===== src/rtl/fetch_ctrl_if.sv =====
// fetch_ctrl_if: groups the buses of the fetch sequencer.
//   ROM side    : pc_vld / pc out to pre_fetch, pre_instr back (one-cycle latency)
//   decode side : instr_vld / instr / instr_pc out, instr_rdy back
// master = fetch_ctrl, slave = pre_fetch + decode environment.
interface fetch_ctrl_if #(
  parameter int PC_W    = 8,
  parameter int INSTR_W = 32
);
  logic               pc_vld;
  logic [PC_W-1:0]    pc;
  logic [INSTR_W-1:0] pre_instr;
  logic               instr_vld;
  logic [INSTR_W-1:0] instr;
  logic [PC_W-1:0]    instr_pc;
  logic               instr_rdy;

  modport master (
    output pc_vld, pc, instr_vld, instr, instr_pc,
    input  pre_instr, instr_rdy
  );

  modport slave (
    input  pc_vld, pc, instr_vld, instr, instr_pc,
    output pre_instr, instr_rdy
  );
endinterface


===== src/rtl/fetch_ctrl.sv =====
// fetch_ctrl: fetch sequencer in front of the instruction ROM stage.
// Issues pc/pc_vld to pre_fetch, marks the returning pre_instr valid one cycle
// later (v1), and buffers {instr, pc} in a small FIFO towards decode.
// Handles start / halt / branch redirect with flush and out-of-range PCs.
// Ports:
//   clk, rst_n        clock; synchronous reset, active HIGH despite the name
//   start             pulse: leave IDLE (from RESET_PC) or HALT (from saved PC)
//   halt_req          stop issuing, enter HALT
//   branch_vld/_pc    redirect + flush (ignored in IDLE)
//   busy              state is RUN
//   pc_oob            sticky out-of-range PC flag, cleared by reset or start
//   bus (master)      pc_vld/pc/pre_instr and instr_vld/instr/instr_pc/instr_rdy
//
// state | meaning
// IDLE  | after reset, nothing fetched yet
// RUN   | issuing fetches while FIFO credit allows
// HALT  | halted by request or bad PC; FIFO keeps draining
module fetch_ctrl #(
  parameter int PC_W       = 8,
  parameter int INSTR_W    = 32,
  parameter int ROM_DEPTH  = 256,
  parameter int RESET_PC   = 0,
  parameter int FIFO_DEPTH = 4
) (
  input  logic            clk,
  input  logic            rst_n,
  input  logic            start,
  input  logic            halt_req,
  input  logic            branch_vld,
  input  logic [PC_W-1:0] branch_pc,
  output logic            busy,
  output logic            pc_oob,
  fetch_ctrl_if.master    bus
);

  localparam int PTR_W = (FIFO_DEPTH > 1) ? $clog2(FIFO_DEPTH) : 1;
  localparam int CNT_W = $clog2(FIFO_DEPTH + 1);
  localparam int OCC_W = CNT_W + 1;
  localparam logic [PC_W:0]      ROM_LIM  = (PC_W+1)'(ROM_DEPTH);
  localparam logic [PC_W:0]      RST_PC   = (PC_W+1)'(RESET_PC);
  localparam logic [PC_W:0]      PC_ONE   = (PC_W+1)'(1);
  localparam logic [OCC_W-1:0]   OCC_LIM  = OCC_W'(FIFO_DEPTH);
  localparam logic [CNT_W-1:0]   CNT_FULL = CNT_W'(FIFO_DEPTH);
  localparam logic [PTR_W-1:0]   PTR_LAST = PTR_W'(FIFO_DEPTH - 1);

  typedef enum logic [1:0] {S_IDLE, S_RUN, S_HALT} state_t;

  state_t            state_q, state_d;
  // next PC to issue; one bit wider so the end-of-ROM check never wraps
  logic [PC_W:0]     npc_q, npc_d;
  logic [PC_W-1:0]   pc_q, pc_d;
  logic              pc_vld_q;
  logic              v1_q;
  logic [PC_W-1:0]   tag_q;
  logic              oob_q;

  logic [INSTR_W-1:0] mem_instr [FIFO_DEPTH];
  logic [PC_W-1:0]    mem_pc    [FIFO_DEPTH];
  logic [PTR_W-1:0]   rd_ptr_q, wr_ptr_q;
  logic [CNT_W-1:0]   cnt_q;

  logic              active, redirect, oob_hit, issue;
  logic [PC_W:0]     cand;
  logic [OCC_W-1:0]  occ;
  logic              fifo_wr, fifo_pop;

  function automatic logic [PTR_W-1:0] ptr_inc(input logic [PTR_W-1:0] p);
    return (p == PTR_LAST) ? '0 : p + PTR_W'(1);
  endfunction

  // start in RUN changes nothing, so it is safe to fold it into "active"
  always_comb begin
    state_d  = state_q;
    npc_d    = npc_q;
    pc_d     = pc_q;
    cand     = npc_q;
    occ      = '0;
    active   = (state_q == S_RUN) || start;
    redirect = branch_vld && (state_q != S_IDLE);
    if (state_q == S_IDLE)
      cand = RST_PC;
    else if (redirect)
      cand = {1'b0, branch_pc};
    oob_hit = (active || redirect) && (cand >= ROM_LIM);
    // credit from registered occupancy only; a flush empties everything
    if (!redirect)
      occ = {1'b0, cnt_q} + OCC_W'(pc_vld_q) + OCC_W'(v1_q);
    issue = active && !halt_req && !oob_hit && (occ < OCC_LIM);
    if (oob_hit || (active && halt_req))
      state_d = S_HALT;
    else if (active)
      state_d = S_RUN;
    if (issue) begin
      npc_d = cand + PC_ONE;
      pc_d  = cand[PC_W-1:0];
    end else if (redirect || ((state_q == S_IDLE) && start)) begin
      npc_d = cand;
    end
  end

  assign fifo_pop = (cnt_q != '0) && bus.instr_rdy;
  // an entry in flight during a redirect belongs to the old path
  assign fifo_wr  = v1_q && !redirect;

  always_ff @(posedge clk) begin
    if (rst_n) begin
      state_q  <= S_IDLE;
      npc_q    <= RST_PC;
      pc_q     <= RST_PC[PC_W-1:0];
      pc_vld_q <= 1'b0;
      v1_q     <= 1'b0;
      tag_q    <= '0;
      oob_q    <= 1'b0;
      rd_ptr_q <= '0;
      wr_ptr_q <= '0;
      cnt_q    <= '0;
    end else begin
      state_q  <= state_d;
      npc_q    <= npc_d;
      pc_q     <= pc_d;
      pc_vld_q <= issue;
      v1_q     <= pc_vld_q && !redirect;
      tag_q    <= pc_q;
      if (oob_hit)
        oob_q <= 1'b1;
      else if (start)
        oob_q <= 1'b0;
      if (redirect) begin
        rd_ptr_q <= '0;
        wr_ptr_q <= '0;
        cnt_q    <= '0;
      end else begin
        if (fifo_wr)
          wr_ptr_q <= ptr_inc(wr_ptr_q);
        if (fifo_pop)
          rd_ptr_q <= ptr_inc(rd_ptr_q);
        case ({fifo_wr, fifo_pop})
          2'b10:   cnt_q <= cnt_q + CNT_W'(1);
          2'b01:   cnt_q <= cnt_q - CNT_W'(1);
          default: cnt_q <= cnt_q;
        endcase
      end
    end
  end

  // storage needs no reset: the read port is masked while empty
  always_ff @(posedge clk) begin
    if (!rst_n && fifo_wr) begin
      mem_instr[wr_ptr_q] <= bus.pre_instr;
      mem_pc[wr_ptr_q]    <= tag_q;
    end
  end

  a_no_overflow: assert property (@(posedge clk) disable iff (rst_n)
    !(fifo_wr && !fifo_pop && (cnt_q == CNT_FULL)));

  assign bus.pc        = pc_q;
  assign bus.pc_vld    = pc_vld_q;
  assign bus.instr_vld = (cnt_q != '0);
  assign bus.instr     = bus.instr_vld ? mem_instr[rd_ptr_q] : '0;
  assign bus.instr_pc  = bus.instr_vld ? mem_pc[rd_ptr_q] : '0;
  assign busy          = (state_q == S_RUN);
  assign pc_oob        = oob_q;

endmodule

===== src/flat_wrapper.sv =====
// flat-port wrapper written by rule: the top's interface ports become plain ports
module fetch_ctrl_flat 
#(
  parameter int PC_W       = 8,
  parameter int INSTR_W    = 32,
  parameter int ROM_DEPTH  = 256,
  parameter int RESET_PC   = 0,
  parameter int FIFO_DEPTH = 4
)
  (clk, rst_n, start, halt_req, branch_vld, branch_pc, busy, pc_oob, bus_pc_vld, bus_pc, bus_instr_vld, bus_instr, bus_instr_pc, bus_pre_instr, bus_instr_rdy);
  fetch_ctrl_if #(.PC_W(PC_W), .INSTR_W(INSTR_W)) bus_i ();
  input  logic clk;
  input  logic rst_n;
  input  logic start;
  input  logic halt_req;
  input  logic branch_vld;
  input  logic [PC_W-1:0] branch_pc;
  output logic busy;
  output logic pc_oob;
  output wire logic [$bits(bus_i.pc_vld)-1:0] bus_pc_vld;
  output wire logic [$bits(bus_i.pc)-1:0] bus_pc;
  output wire logic [$bits(bus_i.instr_vld)-1:0] bus_instr_vld;
  output wire logic [$bits(bus_i.instr)-1:0] bus_instr;
  output wire logic [$bits(bus_i.instr_pc)-1:0] bus_instr_pc;
  input wire logic [$bits(bus_i.pre_instr)-1:0] bus_pre_instr;
  input wire logic [$bits(bus_i.instr_rdy)-1:0] bus_instr_rdy;
  assign bus_pc_vld = bus_i.pc_vld;
  assign bus_pc = bus_i.pc;
  assign bus_instr_vld = bus_i.instr_vld;
  assign bus_instr = bus_i.instr;
  assign bus_instr_pc = bus_i.instr_pc;
  assign bus_i.pre_instr = bus_pre_instr;
  assign bus_i.instr_rdy = bus_instr_rdy;
  fetch_ctrl #(.PC_W(PC_W), .INSTR_W(INSTR_W), .ROM_DEPTH(ROM_DEPTH), .RESET_PC(RESET_PC), .FIFO_DEPTH(FIFO_DEPTH)) u_core (.clk(clk), .rst_n(rst_n), .start(start), .halt_req(halt_req), .branch_vld(branch_vld), .branch_pc(branch_pc), .busy(busy), .pc_oob(pc_oob), .bus(bus_i));
endmodule

===== config.mk =====
export PLATFORM = sky130hd
export DESIGN_NAME = fetch_ctrl_flat
export DESIGN_NICKNAME = d
export VERILOG_FILES = /design/src/rtl/fetch_ctrl_if.sv /design/src/rtl/fetch_ctrl.sv /design/src/flat_wrapper.sv
export SDC_FILE = /design/constraint.sdc
export NUM_CORES = 1
export LEC_CHECK = 0
export ABC_AREA = 1
export ABC_CLOCK_PERIOD_IN_PS = 5850
export CORE_MARGIN = 2
export CORE_UTILIZATION = 40
export DETAILED_ROUTE_END_ITERATION = 7
export PLACE_DENSITY = 0.59
export RECOVER_POWER = 100
export SYNTH_ARGS = -nofsm -noshare
export SYNTH_HDL_FRONTEND = slang
export SYNTH_SLANG_ARGS = --single-unit
export TNS_END_PERCENT = 50

===== constraint.sdc =====
create_clock -name clk -period 5.85 [get_ports clk]
set_clock_uncertainty 0.1 [all_clocks]
set_input_delay 0.585 -clock clk [delete_from_list [all_inputs] [get_ports clk]]
set_output_delay 0.585 -clock clk [all_outputs]
set_load 0.03 [all_outputs]

Yosys cells after proc, flatten, opt, wreduce, memory -nomap -nowiden. Memories as Yosys holds them, arrays and structs flattened. A register that Yosys moved wholly into a read port is not among the register bits. Cells that the tools add are included.

Reduce and logical (&&, ||, !) cells: 28. Order comparisons: 2. Bitwise logic cells: 0. Add/sub/neg operators: 7. Shift-type cells: 0. Equal/unequal tests: 5. Div/mod/pow operators: 0. Multipliers: 0. Multiplexer cells: 20.

Operators with widths (count): $mux 9 (4); $mux 32 (1); $mux 2 (8); $logic_and 1x1->1 (11); $reduce_bool 2->1 (5); $add 9x1->9 const B (1); $ge 9x9->1 const B (1); $mux 8 (1); $eq 2x2->1 const B (3); $pmux 3 s2 (1); $add 2x1->2 const B (2); $add 3x1->4 (1); $add 4x1->4 (1); $eq 2x1->1 const B (2); $logic_not 1->1 (4); $logic_or 1x1->1 (4); $lt 4x3->1 const B (1); $mux 1 (4); $mux 4 (1); $reduce_or 2->1 (2); $add 3x1->3 const B (1); $reduce_bool 3->1 (1); $sub 3x1->3 const B (1); $logic_not 2->1 (1).

ROM bits: 0. Input port bits: 46. Memory bits (writable): 160. Bits in latches: 0. Memories: 2. Output and inout bits: 52. Flip-flop bits (word level): 37.

Memory list: u_core.mem_instr (words 4, width 32, rd ports 1, clocked after memory_dff 1, wr ports 1, RTL line fetch_ctrl.sv:57) `logic [INSTR_W-1:0] mem_instr [FIFO_DEPTH];`; u_core.mem_pc (words 4, width 8, rd ports 1, clocked after memory_dff 1, wr ports 1, RTL line fetch_ctrl.sv:58) `logic [PC_W-1:0] mem_pc [FIFO_DEPTH];`.

Depth between registers and ports, before layout. Gate-level depths: netlist of run 1.

Depth after elaboration: 10. Mapped depth: 13. Mapped depth without buffers: 13.

Worst setup path before layout of run 1. OpenSTA, ideal clock, no wires.

Path type: in2reg. From: input branch_vld. To: memory u_core.mem_instr[0][0] (enable). Cell stages on the path: 6. Path buffers: 1. Library setup time: 0.437 ns. Path slack: 2.435 ns. Arrival: 2.877 ns. Path through: buf_4 nand2_2 inv_2 nor2_1 nand2_1 nor2_1.

Word-level cells in the longest chain between the ends: 6.

Ends and longest elaborated chain: from (decl) (RTL line flat_wrapper.sv:16) `input logic branch_vld;`; $logic_and 1x1->1 (RTL line fetch_ctrl.sv:79) `redirect = branch_vld && (state_q != S_IDLE);`; $logic_not 1->1; $logic_and 1x1->1 (RTL line fetch_ctrl.sv:103) `assign fifo_wr = v1_q && !redirect;`; $logic_and 1x1->1 (RTL line fetch_ctrl.sv:148) `if (!rst_n && fifo_wr) begin`; $mux 1 (RTL line fetch_ctrl.sv:148); $mux 1 (not written as such) (RTL line fetch_ctrl.sv:149) `mem_instr[wr_ptr_q] <= bus.pre_instr;`; to (decl) (RTL line fetch_ctrl.sv:57).

No other way between the ends.

==> impl_metrics.csv, run 1 <==
group,metric,value,unit
status,status,"finished with violations",
status,violations,"max-capacitance violations, max-slew violations",
route,ant_nets,0,
min_path,holdCritStartpoint,"u_core.bus.pc[5]",
timing,post-route-min-period,4.59,ns
floorplanning,core_area,0.0201,sq mm
floorplanning,ios,98,
setup_path,endpoint_kind,"primary output",
setup_path,crit_required,5.16,ns
clock_tree,postCtsSetupBuffers,0,
clock_tree,numCtsBuffers,17,
route,wl,16800,um
logic_synthesis,syn_inst,751,
logic_synthesis,synth_warnings,0,
power,p_leak,3.70,nW
setup_path,r2r_end,"u_core.mem_instr[3][1]",
setup_path,cp_max_fo,41,
clock_tree,cts_sinks,199,
setup_path,arrival,3.91,ns
route,routedWlPerCell,15.0,um
placed_design,io_buffer_count,97,
power,power_density,292,mW/mm^2
timing,final.period_utilization,0.785,
timing,worst_pin_slew,2.61,ns
floorplanning,dieWidth,147,um
logic_synthesis,ys.flop_type,"edfxtp_1",
cells_and_area,utilization,0.491,
logic_synthesis,async_reset_ff_frac,0,
route,drtIter0Drc,413,
logic_synthesis,synth_top_area_cell,"edfxtp_1",
route,drc_errors,0,
route,dr.pass1.iters,5,
setup_path,crit_type,"register to primary output",
run,maxCapViolCount,5,
clock_tree,root_buffer,"clkbuf_16",
logic_synthesis,synth_edf_count,160,
min_path,min_path_cells,2,
setup_path,r2r_slack,1.98,ns
timing,slew_violations,175,
logic_synthesis,synth.top_cell.area_share,0.588,
min_path,hold_class,"register to register",
cells_and_area,layout-drive-gt1-share,0.0683,
clock_tree,cts.clk_slew.worst_paths,0.07,ns
cells_and_area,antenna_cells,0,
route,via_count,5351,
global_routing,antenna_found_initial,1,
min_path,hold_path_end,"u_core.tag_q[5]",
route,vias_per_cell,4.78,
timing,finalHoldViolations,0,
timing,rsz0062_at_grt,"no",
global_routing,grt_pass1_vias,5253,
setup_path,rr_startpoint,"u_core.state_q[1]",
setup_path,start_kind,"register",
global_routing,grt_pass1_wl,27100,um
timing,max-slew-margin-rel,-0.741,
floorplanning,rows,52,
clock_tree,htreeDepth,4,
setup_path,rr_worst_depth,8,
power,peakVddDrop,220,uV
cells_and_area,layout.nets,891,
clock_tree,cts_tree,"done",
logic_synthesis,synth.most_common_cell,"nor2_1",
floorplanning,start_util,0.406,
floorplanning,die_height,147,um
logic_synthesis,syn_area,0.00817,sq mm
logic_synthesis,synth_area_leaders,"edfxtp_1 59%, dfxtp_1 9.6%, nor2_1 8.9%, o21ai_0 5.0%, nand2_1 3.2%",
timing,finalSetupViolCount,0,
logic_synthesis,avgSynthCellArea,10.9,sq um
logic_synthesis,synth_fp_nets,806,
logic_synthesis,ys_seq_area_frac,0.684,
placed_design,routabilityCongestion,0.782,
global_routing,grt_start_max_net_pins,81,
power,finalPower,0.00288,W
floorplanning,die_area,0.0216,sq mm
timing,setup_tns,0,ns
clock_tree,clockBufferDepth,2,
global_routing,overflow,0,
logic_synthesis,yosys-top-cells-count,"193 x nor2_1, 160 x edfxtp_1, 81 x o21ai_0",
cells_and_area,syn_to_final_growth,20.9,%
logic_synthesis,synth_cell_types,36,
clock_tree,cts_hold_buf,0,
clock_tree,clk_latency,0.43,ns
clock_tree,ctsResizeCount,0,
logic_synthesis,ys_ff_latch,199,
placed_design,dp_hpwl,10100,um
timing,max_freq,218,MHz
global_routing,grt_use_total,0.162,
where the power goes:
| group | switching (W) | total, W | leakage (nW) | internal, W |
|---|---|---|---|---|
| clock network | 0.000542 | 0.00111 | 0.272 | 0.000563 |
| registers | 0.0000126 | 0.00156 | 1.77 | 0.00155 |
| logic | 0.000137 | 0.000215 | 1.66 | 0.0000776 |
routing by layer:
metal  global-route usage  wire length, um  share of wire
met1                0.212             7720           0.46
met2                0.270             8120           0.48
met3               0.0444              837          0.050
met4               0.0408              143         0.0085
met5                    0               13        0.00077
state kept, by name, summed over array words and instances, names as in the netlist, named ones only:
| signal | cells |
|---|---|
| u_core.bus.pc | 8 |
| u_core.bus.pc_vld | 1 |
| u_core.cnt_q | 3 |
| u_core.mem_instr | 128 |
| u_core.mem_pc | 32 |
| u_core.npc_q | 9 |
| u_core.pc_oob | 1 |
| u_core.rd_ptr_q | 2 |
| u_core.state_q | 2 |
| u_core.tag_q | 8 |
| u_core.v1_q | 1 |
| u_core.wr_ptr_q | 2 |
critical path, stage by stage, from the launching register on:
cell	delay [ns]
dfxtp_2	0.90
inv_1	0.42
clkbuf_1	0.74
nor2_1	0.26
o21ai_0	0.10
a21oi_1	0.27
dlygate4sd3_1	0.78
cell usage in the layout (no fill, tap or decap), types with 16 or more instances in the layout:
| cell | Yosys | routed |
|---|---|---|
| nor2_1 | 193 | 192 |
| edfxtp_1 | 160 | 160 |
| dlygate4sd3_1 | 0 | 84 |
| o21ai_0 | 81 | 81 |
| nand2_1 | 70 | 73 |
| a21oi_1 | 50 | 50 |
| inv_1 | 47 | 49 |
| dfxtp_1 | 39 | 37 |
| clkbuf_16 | 0 | 17 |
| o21ai_1 | 16 | 16 |
metrics by stage:
step	instances	hold WS [ns]	instance area [sq um]	setup WS [ns]
floorplan	751	0.338	8170	2.44
global route	1119	0.380	9870	0.927
global placement	1087	0.337	9370	2.17
detailed placement	1087	0.329	9370	2.15
CTS	1119	0.349	9930	1.73
finish	1119	0.336	9870	1.26
cells by family (layout without fill, tap and decap cells):
kind of cell | after synthesis | in the layout | synth area share
simple gates | 288 | 288 | 0.142
buf+inv | 90 | 188 | 0.0473
flops | 199 | 199 | 0.684
xor+xnor | 3 | 3 | 0.00322
compound gates | 162 | 162 | 0.109
fa+ha+maj | 9 | 9 | 0.0147
worst max-delay path by stage:
stage / endpoint / slack (ns) / cells past startpoint
final: bus_instr_pc[2] / 1.26 / 6
after global routing: bus_instr_pc[2] / 0.93 / 6
after CTS: bus_instr_pc[2] / 1.73 / 6
after detailed placement: u_core.mem_instr[2][7] / 2.15 / 4
after global placement: u_core.mem_instr[2][10] / 2.17 / 4
after floorplan: u_core.mem_instr[0][0] / 2.44 / 6
area by class of cell:
type	instances	area (sq um)
well taps	270	338
clock inverters	15	133
fillers	1813	10200
inverters	53	200
multi-input cells	462	2180
flip-flops and latches	199	5590
repair buffers	103	1000
clock buffers	17	425
Power figures use the tool's default switching activity.
==> run 2, diff against run 1 <==
ABC_CLOCK_PERIOD_IN_PS = 4700   (was 5850)
clock period = 4.7 ns   (was 5.85 ns; I/O delays follow)
==> impl_metrics.csv, run 2 (synthesis gave the netlist of run 1 again) <==
group,metric,value,unit
route,dr.pass1.iters,6,
power,switchingPower,0.000799,W
placed_design,dp_hpwl,10400,um
power,clockPowerShare,0.386,
power,combPwrFrac,0.075,
clock_tree,cts.clk_slew.worst_paths,0.07,ns
setup_path,arrival,3.29,ns
status,violations,"max-capacitance violations, max-slew violations",
min_path,hold_class,"register to register",
floorplanning,ios,98,
power,p_int,0.00280,W
timing,hold-worst-slack,0.345,ns
global_routing,antenna_found_initial,0,
floorplanning,core_area,0.0201,sq mm
floorplanning,dieWidth,147,um
route,wl,17100,um
timing,post-route-min-period,3.86,ns
global_routing,grt_use_total,0.162,
global_routing,grt_start_max_net_pins,81,
timing,rsz0062_at_grt,"no",
timing,slew_violations,20,
floorplanning,die_area,0.0216,sq mm
timing,worst_pin_slew,1.70,ns
run,maxCapViolCount,1,
power,finalPower,0.00360,W
cells_and_area,layout-drive-gt1-share,0.0692,
setup_path,cp_max_fo,41,
clock_tree,numCtsBuffers,17,
placed_design,io_buffer_count,97,
clock_tree,cts_tree,"done",
floorplanning,rows,52,
timing,max_freq,259,MHz
timing,setup_tns,0,ns
cells_and_area,antenna_cells,0,
floorplanning,die_height,147,um
clock_tree,htreeDepth,4,
floorplanning,start_util,0.406,
setup_path,crit_type,"register to primary output",
timing,finalSetupViolCount,0,
cells_and_area,largestRegisters,"u_core.mem_instr (128), u_core.mem_pc (32), u_core.npc_q (9)",
power,power_density,364,mW/mm^2
placed_design,place_area,0.00940,sq mm
clock_tree,cts_hold_buf,0,
clock_tree,clk_latency,0.43,ns
global_routing,grt_pass1_vias,5176,
cells_and_area,nFillCells,1804,
setup_path,crit_required,4.13,ns
route,ant_nets,0,
timing,final.period_utilization,0.822,
route,drc_errors,0,
power,seqPwrFrac,0.539,
cells_and_area,final_common_cell,"nor2_1",
power,p_leak,3.72,nW
setup_path,start_kind,"register",
clock_tree,root_buffer,"clkbuf_16",
power,peakVddDrop,259,uV
clock_tree,postCtsSetupBuffers,0,
clock_tree,cts_sinks,199,
global_routing,grt_pass1_wl,27100,um
cells_and_area,final_area,0.00990,sq mm
cells_and_area,top_register,"u_core.mem_instr",
cells_and_area,final_cell_mix,"193 x nor2_1, 160 x edfxtp_1, 85 x dlygate4sd3_1",
setup_path,endpoint_kind,"primary output",
cells_and_area,syn_to_final_growth,21.3,%
placed_design,routabilityCongestion,0.778,
route,via_count,5382,
route,drtIter0Drc,360,
route,routedWlPerCell,15.2,um
cells_and_area,largest_reg_flops,128,
timing,max-slew-margin-rel,-0.138,
power,p_sw_frac,0.222,
cells_and_area,layout.nets,895,
clock_tree,clockBufferDepth,2,
global_routing,overflow,0,
status,status,"finished with violations",
route,vias_per_cell,4.80,
cells_and_area,utilization,0.492,
timing,finalHoldViolations,0,
clock_tree,ctsResizeCount,0,
-- run 2: cell types whose count changed in the layout (fill, tap and decap cells not counted), sizes merged, moves of 2 or more --
cell	previous run	this run
inv	62	54
clkbuf	20	24
buf	3	5
bufinv	0	2
clkinv	3	5
-- run 2: through the flow --
step / std cells / setup slack, ns
after detailed placement: 1091 / 1.35
after global routing: 1122 / 0.634
after global placement: 1091 / 1.42
after floorplan: 751 / 1.40
after CTS: 1122 / 1.19
final: 1122 / 0.837
-- run 2: worst paths after layout --
kind / from / end / slack (ns) / cells after the start
setup reg to reg: u_core.state_q[1] / u_core.mem_instr[2][25] / 1.11 / 8
setup / recovery: register / bus_instr[28] / 0.84 / 7
hold / removal: u_core.bus.pc[5] / u_core.tag_q[5] / 0.35 / 2
hold reg to reg: u_core.bus.pc[5] / u_core.tag_q[5] / 0.35 / 2
-- run 2: worst max-delay path, cell delays in order, from the launching register on --
cell and delay, ns:
dfxtp_2 0.31, clkbuf_2 0.74, inv_1 0.09, buf_4 0.32, nor2_1 0.15, o21ai_0 0.10
a21oi_1 0.32, dlygate4sd3_1 0.79
-- run 2: area by class of cell --
| cell class | count | area, sq um | share of cell area |
|---|---|---|---|
| tap | 270 | 338 | 0.0341 |
| clock buffer | 19 | 433 | 0.0437 |
| clock inverter | 12 | 129 | 0.0130 |
| timing repair buffer | 107 | 1030 | 0.104 |
| inverter | 53 | 200 | 0.0202 |
| sequential | 199 | 5590 | 0.564 |
| multi-input combinational | 462 | 2180 | 0.220 |
-- run 2: metal layers --
| metal | wire (um) | share of wire | GRT usage | vias up |
|---|---|---|---|---|
| met5 | 0 | 0 | 0 | - |
| met4 | 224 | 0.013 | 0.0500 | 0 |
| met3 | 773 | 0.045 | 0.0373 | 16 |
| met2 | 8130 | 0.48 | 0.258 | 122 |
| met1 | 7940 | 0.47 | 0.223 | 2519 |
| li1 | - | - | - | 2725 |
-- run 2: power groups by stage --
stage          combinational, W  sequential [W]  clock (W)
6_report               0.000271         0.00194    0.00139
5_1_grt                0.000301         0.00194    0.00150
4_1_cts                0.000292         0.00194    0.00142
3_5_place_dp           0.000291         0.00198          0
3_3_place_gp           0.000288         0.00198          0
2_1_floorplan          0.000162         0.00199          0
==> variant: new RTL, config.mk and constraints of run 2 <==
Reset style: asynchronous (`rst_n`), changed in one clocked block. Comments in the files are not updated.
--- a/src/rtl/fetch_ctrl.sv
+++ b/src/rtl/fetch_ctrl.sv
@@ -102,7 +102,7 @@
   // an entry in flight during a redirect belongs to the old path
   assign fifo_wr  = v1_q && !redirect;
 
-  always_ff @(posedge clk) begin
+  always_ff @(posedge clk or posedge rst_n) begin
     if (rst_n) begin
       state_q  <= S_IDLE;
       npc_q    <= RST_PC;
Behaviour: differs if rst_n is asserted again (counterexample within 4 cycles, from zero or initial values and one cycle with rst_n high); with rst_n held inactive, the same outputs for 4 cycles.
==> variant against run 2 <==
- the flow still finishes with violations (max-capacitance violations, max-slew violations)
- sequential cell count decreased by 2
- area after synthesis is 0.18% lower
- global-route usage is 0.086 points higher
- design area increased by 0.14%
- worst setup slack gained 0.24 ns
- routed wire length rose by 0.21%
- die area decreased by 0.18%
- utilization rose by 0.068 points
- synthesized cell count decreased by 3.1%
Power is not compared: it rests on default switching activity, and its combinational part moved more than twofold at a synthesized area within 25%.
==> variant: results (changes against run 2) <==
stage	metric	value	unit	change
critical_path	RR Startpoint	u_core.state_q[0]		
critical_path	WP data arrival	3.55	ns	+0.26 ns
cells_and_area	Layout fillers	1756		-2.7%
timing	Max Clk Rate	276	MHz	+6.5%
status	status	complete, but fails checks		
synthesis	register area share after synthesis	70.3	%	+1.9 points
synthesis	Synth async-reset ratio	18.8	%	+19 points
status	failing checks	max-capacitance violations, max-slew violations		
global_routing	Global Route Usage Sum	16.3	%	+0.086 points
cells_and_area	Nets	873		-2.5%
synthesis	Post-Synth Adder-Cell Area	1.47	%	+0.0027 points
critical_path	Reg-to-Reg End	u_core.mem_pc[2][3]		
global_routing	vias in the first global route	5274		+1.9%
critical_path	CP peak stage delay	0.94	ns	+0.15 ns
route	initial DRC count	322		-11%
global_routing	largest net degree at the start of global routing	83		+2.5%
job	max-cap viol count	1		unchanged
cells_and_area	share of layout cells above drive strength 1	6.63	%	-0.30 points
route	DR WL/cell	15.6	um	+2.2%
route	routed vias/inst	4.94		+3.0%
synthesis	synth cell count leaders	nor2_1 (173), edfxtp_1 (160), o21ai_0 (99), nand2_1 (88), a21oi_1 (42)		
synthesis	Unique masters post-synth	30		-17%
route	DR pass1 iterations	5		-1
timing	Max Slew Vio Count	38		+90%
synthesis	post-synthesis compound-gate area fraction	9.16	%	-1.7 points
cells_and_area	Non-Filler Instances	1100		-2.0%
-- variant: worst min path at each step --
stage,to,from,slack [ns],depth (start not counted)
floorplan,u_core.npc_q[5],u_core.npc_q[5],0.35,2
global route,u_core.tag_q[6],u_core.bus.pc[6],0.34,0
detailed placement,u_core.tag_q[6],u_core.bus.pc[6],0.30,0
CTS,u_core.tag_q[6],u_core.bus.pc[6],0.32,0
finish,u_core.tag_q[6],u_core.bus.pc[6],0.31,0
global placement,u_core.tag_q[0],u_core.bus.pc[0],0.29,0
-- variant: area by class of cell --
cell class,count,area share (%)
timing repair buffer,106,10.3
tap,270,3.41
sequential,197,57.8
clock buffer,19,4.37
inverter,40,1.51
multi-input combinational,456,21.4
clock inverter,12,1.15
-- variant: through the flow --
step	util, %	area (um^2)
3_5_place_dp	46.8	9400
4_1_cts	49.5	9950
3_3_place_gp	46.8	9400
5_1_grt	49.3	9910
2_1_floorplan	-	8150
6_report	49.3	9910
-- variant: power breakdown --
group | internal (mW) | switching [mW]
sequential | 2.02 | 0.0805
clock | 0.770 | 0.578
combinational | 0.611 | 1.32
-- variant: kinds of logic (layout without fill, tap and decap cells) --
| kind of cell | count (synthesis) | after routing |
|---|---|---|
| xor+xnor | 1 | 1 |
| compound gates | 147 | 147 |
| flops | 197 | 197 |
| buf+inv | 75 | 177 |
| fa+ha+maj | 9 | 9 |
| simple gates | 299 | 299 |
-- variant: layer usage --
layer	track usage, %	wire length, um	vias up
met5	0	0	-
met4	5.00	167	0
met3	3.76	736	15
met2	26.8	8320	148
met1	21.7	7880	2607
li1	-	-	2664
-- variant: worst register-to-register path, delay by kind of cell (launching register included) --
kind | cells | cell delay [ns]
simple gates | 4 | 1.51
buf+inv | 2 | 1.03
flops | 1 | 0.40
